**src/rtl/serial_subtractor_pkg.sv**
```systemverilog
// Shared types and helpers for the bit-serial subtractor.
// Holds the FSM state encoding, the legal WIDTH range and the one-bit borrow equation.
package sub_pkg;

    typedef enum logic [1:0] {
        IDLE  = 2'd0,
        SHIFT = 2'd1,
        DONE  = 2'd2
    } state_e;

    localparam int unsigned WIDTH_MIN = 2;
    localparam int unsigned WIDTH_MAX = 32;

    // Borrow out of a - b - bin for a single bit position.
    function automatic logic borrow_next(input logic a, input logic b, input logic bin);
        return (~a & b) | (~(a ^ b) & bin);
    endfunction

endpackage

```
**src/rtl/serial_subtractor_if.sv**
```systemverilog
// Operand/result handshake bundle for serial_subtractor.
// The borrow_in line exists only when SERIAL_SUB_BORROW_IN_EN is defined.
interface serial_subtractor_if #(
    parameter int unsigned WIDTH = 8
);
    logic             in_valid;
    logic             in_ready;
    logic [WIDTH-1:0] a;
    logic [WIDTH-1:0] b;
`ifdef SERIAL_SUB_BORROW_IN_EN
    logic             borrow_in;
`endif
    logic             out_valid;
    logic             out_ready;
    logic [WIDTH-1:0] diff;
    logic             borrow_out;
    logic             overflow;

    modport master (
`ifdef SERIAL_SUB_BORROW_IN_EN
        output borrow_in,
`endif
        output in_valid, a, b, out_ready,
        input  in_ready, out_valid, diff, borrow_out, overflow
    );

    modport slave (
`ifdef SERIAL_SUB_BORROW_IN_EN
        input  borrow_in,
`endif
        input  in_valid, a, b, out_ready,
        output in_ready, out_valid, diff, borrow_out, overflow
    );
endinterface

```
**src/rtl/serial_subtractor_fs_cell.sv**
```systemverilog
// One-bit full subtractor: d = a - b - bin, bout = borrow out of this position.
// Purely combinational; the only arithmetic cell in the serial datapath.
module fs_cell
    import sub_pkg::*;
(
    input  logic a,
    input  logic b,
    input  logic bin,
    output logic d,
    output logic bout
);
    assign d    = a ^ b ^ bin;
    assign bout = borrow_next(a, b, bin);
endmodule

```
**src/rtl/serial_subtractor.sv**
```systemverilog
// Bit-serial WIDTH-bit subtractor, LSB first, one bit per clock via a single fs_cell.
// Optional macro SERIAL_SUB_BORROW_IN_EN adds a borrow_in input loaded on acceptance.
module serial_subtractor
    import sub_pkg::*;
#(
    parameter int unsigned WIDTH = 8
) (
    input  logic                 clk,
    input  logic                 rst_n,
    serial_subtractor_if.slave   bus
);
    localparam int unsigned   CW   = $clog2(WIDTH);
    localparam logic [CW-1:0] LAST = CW'(WIDTH - 1);

    state_e           state_q, state_d;
    logic [WIDTH-1:0] sh_a_q, sh_b_q, res_q, diff_q;
    logic [CW-1:0]    cnt_q;
    logic             br_q, a_msb_q, b_msb_q, borrow_q, ovf_q;
    logic             accept, last_bit, d_bit, br_next, br_init;

    assign accept   = bus.in_valid && (state_q == IDLE);
    assign last_bit = (state_q == SHIFT) && (cnt_q == LAST);

`ifdef SERIAL_SUB_BORROW_IN_EN
    assign br_init = bus.borrow_in;
`else
    assign br_init = 1'b0;
`endif

    fs_cell u_fs_cell (
        .a    (sh_a_q[0]),
        .b    (sh_b_q[0]),
        .bin  (br_q),
        .d    (d_bit),
        .bout (br_next)
    );

    // NOTE: sequential state uses <= so every flop samples pre-edge values.
    always_ff @(posedge clk or negedge rst_n) begin
        if (!rst_n) state_q <= IDLE;
        else        state_q <= state_d;
    end

    // NOTE: default assignment first keeps this block free of inferred latches.
    always_comb begin
        state_d = state_q;
        unique case (state_q)
            IDLE:    if (accept)        state_d = SHIFT;
            SHIFT:   if (last_bit)      state_d = DONE;
            DONE:    if (bus.out_ready) state_d = IDLE;
            default:                    state_d = IDLE;
        endcase
    end

    always_comb begin
        bus.in_ready   = (state_q == IDLE);
        bus.out_valid  = (state_q == DONE);
        bus.diff       = diff_q;
        bus.borrow_out = borrow_q;
        bus.overflow   = ovf_q;
    end

    // NOTE: every datapath register is reset, so an abort leaves no stale partial result.
    always_ff @(posedge clk or negedge rst_n) begin
        if (!rst_n) begin
            sh_a_q   <= '0;
            sh_b_q   <= '0;
            res_q    <= '0;
            diff_q   <= '0;
            cnt_q    <= '0;
            br_q     <= 1'b0;
            a_msb_q  <= 1'b0;
            b_msb_q  <= 1'b0;
            borrow_q <= 1'b0;
            ovf_q    <= 1'b0;
        end else if (accept) begin
            sh_a_q  <= bus.a;
            sh_b_q  <= bus.b;
            a_msb_q <= bus.a[WIDTH-1];
            b_msb_q <= bus.b[WIDTH-1];
            cnt_q   <= '0;
            br_q    <= br_init;
        end else if (state_q == SHIFT) begin
            sh_a_q <= sh_a_q >> 1;
            sh_b_q <= sh_b_q >> 1;
            res_q  <= {d_bit, res_q[WIDTH-1:1]};
            br_q   <= br_next;
            // Counter parks at LAST so it never wraps ahead of the DONE transition.
            if (!last_bit) cnt_q <= cnt_q + CW'(1);
            if (last_bit) begin
                diff_q   <= {d_bit, res_q[WIDTH-1:1]};
                borrow_q <= br_next;
                ovf_q    <= (a_msb_q != b_msb_q) && (d_bit != a_msb_q);
            end
        end
    end
endmodule
```
**src/flat_wrapper.sv**
```systemverilog
// flat-port wrapper written by rule: the top's interface ports become plain ports
module serial_subtractor_flat import sub_pkg::*;
#(
    parameter int unsigned WIDTH = 8
)
  (clk, rst_n, bus_in_valid, bus_a, bus_b, bus_out_ready, bus_in_ready, bus_out_valid, bus_diff, bus_borrow_out, bus_overflow);
  serial_subtractor_if #(.WIDTH(WIDTH)) bus_i ();
  input  logic clk;
  input  logic rst_n;
  input wire logic [$bits(bus_i.in_valid)-1:0] bus_in_valid;
  input wire logic [$bits(bus_i.a)-1:0] bus_a;
  input wire logic [$bits(bus_i.b)-1:0] bus_b;
  input wire logic [$bits(bus_i.out_ready)-1:0] bus_out_ready;
  output wire logic [$bits(bus_i.in_ready)-1:0] bus_in_ready;
  output wire logic [$bits(bus_i.out_valid)-1:0] bus_out_valid;
  output wire logic [$bits(bus_i.diff)-1:0] bus_diff;
  output wire logic [$bits(bus_i.borrow_out)-1:0] bus_borrow_out;
  output wire logic [$bits(bus_i.overflow)-1:0] bus_overflow;
  assign bus_i.in_valid = bus_in_valid;
  assign bus_i.a = bus_a;
  assign bus_i.b = bus_b;
  assign bus_i.out_ready = bus_out_ready;
  assign bus_in_ready = bus_i.in_ready;
  assign bus_out_valid = bus_i.out_valid;
  assign bus_diff = bus_i.diff;
  assign bus_borrow_out = bus_i.borrow_out;
  assign bus_overflow = bus_i.overflow;
  serial_subtractor #(.WIDTH(WIDTH)) u_core (.clk(clk), .rst_n(rst_n), .bus(bus_i));
endmodule
```
**config.mk**
```make
export PLATFORM = sky130hd
export DESIGN_NAME = serial_subtractor_flat
export DESIGN_NICKNAME = d
export VERILOG_FILES = /design/src/rtl/serial_subtractor_pkg.sv /design/src/rtl/serial_subtractor_if.sv /design/src/rtl/serial_subtractor_fs_cell.sv /design/src/rtl/serial_subtractor.sv /design/src/flat_wrapper.sv
export SDC_FILE = /design/constraint.sdc
export NUM_CORES = 1
export LEC_CHECK = 0
export CAP_MARGIN = 20
export CORE_MARGIN = 1
export CORE_UTILIZATION = 46
export DETAILED_ROUTE_END_ITERATION = 6
export PLACE_DENSITY = 0.83
export SYNTH_ARGS = -nofsm -noshare
export SYNTH_HDL_FRONTEND = slang
export SYNTH_SLANG_ARGS = --single-unit
```
**constraint.sdc**
```tcl
create_clock -name clk -period 1.5 [get_ports clk]
set_clock_uncertainty 0.1 [all_clocks]
set_input_delay 0.15 -clock clk [delete_from_list [all_inputs] [get_ports clk]]
set_output_delay 0.15 -clock clk [all_outputs]
set_load 0.005 [all_outputs]
```
==> impl_metrics.tcl <==
set metrics [dict create \
    status "finished, violations left" \
    violations "negative setup slack" \
    pre_cts_slack_ps -158 \
    cp-start-kind "flip-flop" \
    layout_commonest_cell "dfrtp_1" \
    grt_antenna_before_repair 0 \
    cp_max_fo 10 \
    via_per_inst 5.27 \
    cp_slowest_cell "dfrtp_1" \
    gp_congestion 0.712 \
    diodes 0 \
    cp.arrival_ps 1650 \
    cts_max_path_buffers 2 \
    core_area_sq_mm 0.00366 \
    cpPeakStageDelay_ps 390 \
    finalWorstSetupSlack_ps -74.7 \
    worst_pin_slew_ps 475 \
    htreeDepth 2 \
    area_growth_pct 44.7 \
    drtIter0Drc 92 \
    cp_top_family "flip-flops" \
    crit_path_end_kind "flip-flop" \
    start_util_pct 48.1 \
    startpoint "u_core.cnt_q[1]" \
    drv_slew 0 \
    p_per_area_mw_per_mm2 2150 \
    vdd_drop_max_mv 0.959 \
    rsz0062_at_grt "yes" \
    vias 1264 \
    relSlewSlack_pct 68.3 \
    period_share_pct 105 \
    cap_violations 0 \
    grt_pass1_wl_um 5730 \
    drive_gt1_share_pct 32.3 \
    drt-total-wl_um 3690 \
    path_cells "ha_2 > ha_4 > nand3b_1 > buf_12 > mux2_4" \
    die_height_um 63.9 \
    cts_tree "yes" \
    hold_path_class "in -> async" \
    ys_seq_area_share_pct 58.2 \
    fmax_ghz 0.635 \
    synth_cells 137 \
    clk_pin_slew_ps 80 \
    fin_util_pct 69.6 \
    port_buffers 31 \
    hold_viol 0 \
    min_period_ps 1570 \
    clkSinkCount 41 \
    numCtsBuffers 5 \
    final_cell_mix "39 x dfrtp_1, 28 x clkdlybuf4s50_1, 15 x nand2_1, 15 x o21ai_1, 14 x mux2_4" \
    yosysWarnings 0 \
    drtAntennaViolNets 0 \
    synth_area_sq_mm 0.00176 \
    root_buffer "clkbuf_8" \
    dr.pass1.iters 4 \
    clk_latency_ps 290 \
    wl_per_cell_um 15.4 \
    leakage_nw 1.18 \
    syn_area_per_cell_sq_um 12.9 \
    dp_hpwl_um 2280 \
    grt_max_degree 24 \
    io_pins 32 \
    ys_types 25 \
    rows 22 \
    worst-setup-path-type "reg -> reg" \
    worstPathRequired_ps 1570 \
    grt_pass1_vias 1307 \
    grt_overflow 0 \
    finalSetupViolCount 11 \
    worstPathBufferInverterCount 1 \
    final_net_count 214 \
    synth_seq_cells 41 \
    fp.dieW_um 63.9 \
    dieArea_sq_mm 0.00408 \
    grt_usage_pct 18.8 \
    rr_startpoint "u_core.cnt_q[1]" \
    synth_fp_nets 160 \
    drc 0 \
]
==> path summary, 6_finish.rpt <==
kind | end | slack, ps | depth (start not counted)
setup / recovery | u_core.bus.diff[1] | -70 | 5
hold / removal | u_core.sh_b_q[1] | 240 | 2
setup reg to reg | u_core.bus.diff[1] | -70 | 5
hold reg to reg | u_core.bus.overflow | 400 | 2
max in group asynchronous | u_core.state_q[1] | 580 | 3
min in group clk | u_core.sh_b_q[6] | 290 | 3
==> metrics by stage <==
step	instance area, sq um	std cells	TNS [ps]	hold WS (ps)	power [W]
4_1_cts	2430	234	-581	239	0.00511
3_5_place_dp	2240	221	-1400	28.7	0.00414
2_1_floorplan	1800	137	-232	-246	0.00332
5_1_grt	2550	240	-1290	285	0.00582
3_3_place_gp	2240	221	-506	15.4	0.00398
6_report	2550	240	-612	243	0.00547
==> flip-flops by register name, summed over array words and instances (netlist names) <==
register / cells
u_core.res_q: 7
u_core.bus.overflow: 1
u_core.b_msb_q: 1
u_core.bus.borrow_out: 1
u_core.state_q: 2
u_core.a_msb_q: 1
u_core.br_q: 1
u_core.sh_a_q: 8
u_core.cnt_q: 3
u_core.sh_b_q: 8
u_core.bus.diff: 8
==> cells in the mapped netlist <==
master	n	share of area, %
dfrtp_1	41	58
nand2_1	15	3.2
o21ai_1	15	4.3
mux2_1	13	8.3
mux2i_1	12	6.8
inv_1	6	1.3
a22o_1	4	2.0
mux2_4	4	3.4
nor2_1	4	0.85
a221o_1	2	1.1
buf_2	2	0.57
buf_4	2	0.85
buf_6	2	1.3
ha_1	2	1.4
nand2b_1	2	0.71
nor3b_2	2	1.4
a21oi_1	1	0.28
clkbuf_1	1	0.21
fa_1	1	1.1
mux2_2	1	0.64
nand3b_1	1	0.43
nor2b_1	1	0.36
nor3b_1	1	0.43
o21bai_1	1	0.43
o22ai_1	1	0.36
==> report_power, final <==
| group | total [W] | internal [W] | switching [W] |
|---|---|---|---|
| Sequential | 0.00199 | 0.00163 | 0.000354 |
| Clock | 0.000789 | 0.000416 | 0.000373 |
| Combinational | 0.00270 | 0.00168 | 0.00101 |
==> layout make-up <==
| cell class | count | area (sq um) |
|---|---|---|
| multi-input combinational | 83 | 763 |
| inverter | 6 | 22.5 |
| sequential | 41 | 1030 |
| clock buffer | 7 | 96.3 |
| fill | 248 | 1110 |
| tap | 48 | 60.1 |
| clock inverter | 1 | 5.00 |
| timing repair buffer | 54 | 573 |
==> timing repair <==
item	4_1_cts	5_1_grt
cloned	0	1
resized for setup	13	14
setup buffers	4	6
setup endpoints to repair	16	27
pin swaps	2	4
hold buffers	1	0
endpoints found under the hold margin	19	0
==> routing by layer <==
layer	GRT usage [%]	vias up	part of all wire (%)
li1	-	584	-
met1	21.2	632	40
met2	32.3	36	53
met3	4.29	12	3.3
met4	11.1	0	3.3
met5	0	-	0
==> cell families (layout without fill, tap and decap cells) <==
family	Yosys count	count (layout)	share of synthesized area, %
DFF	41	41	58.2
AOI/OAI and AO/OA	24	24	8.45
adders and majority gates	3	3	2.56
buffers and inverters	13	68	4.19
and+or+nand+nor	26	26	7.39
muxes	30	30	19.2
Note: power is estimated with default switching activity, not from simulation.
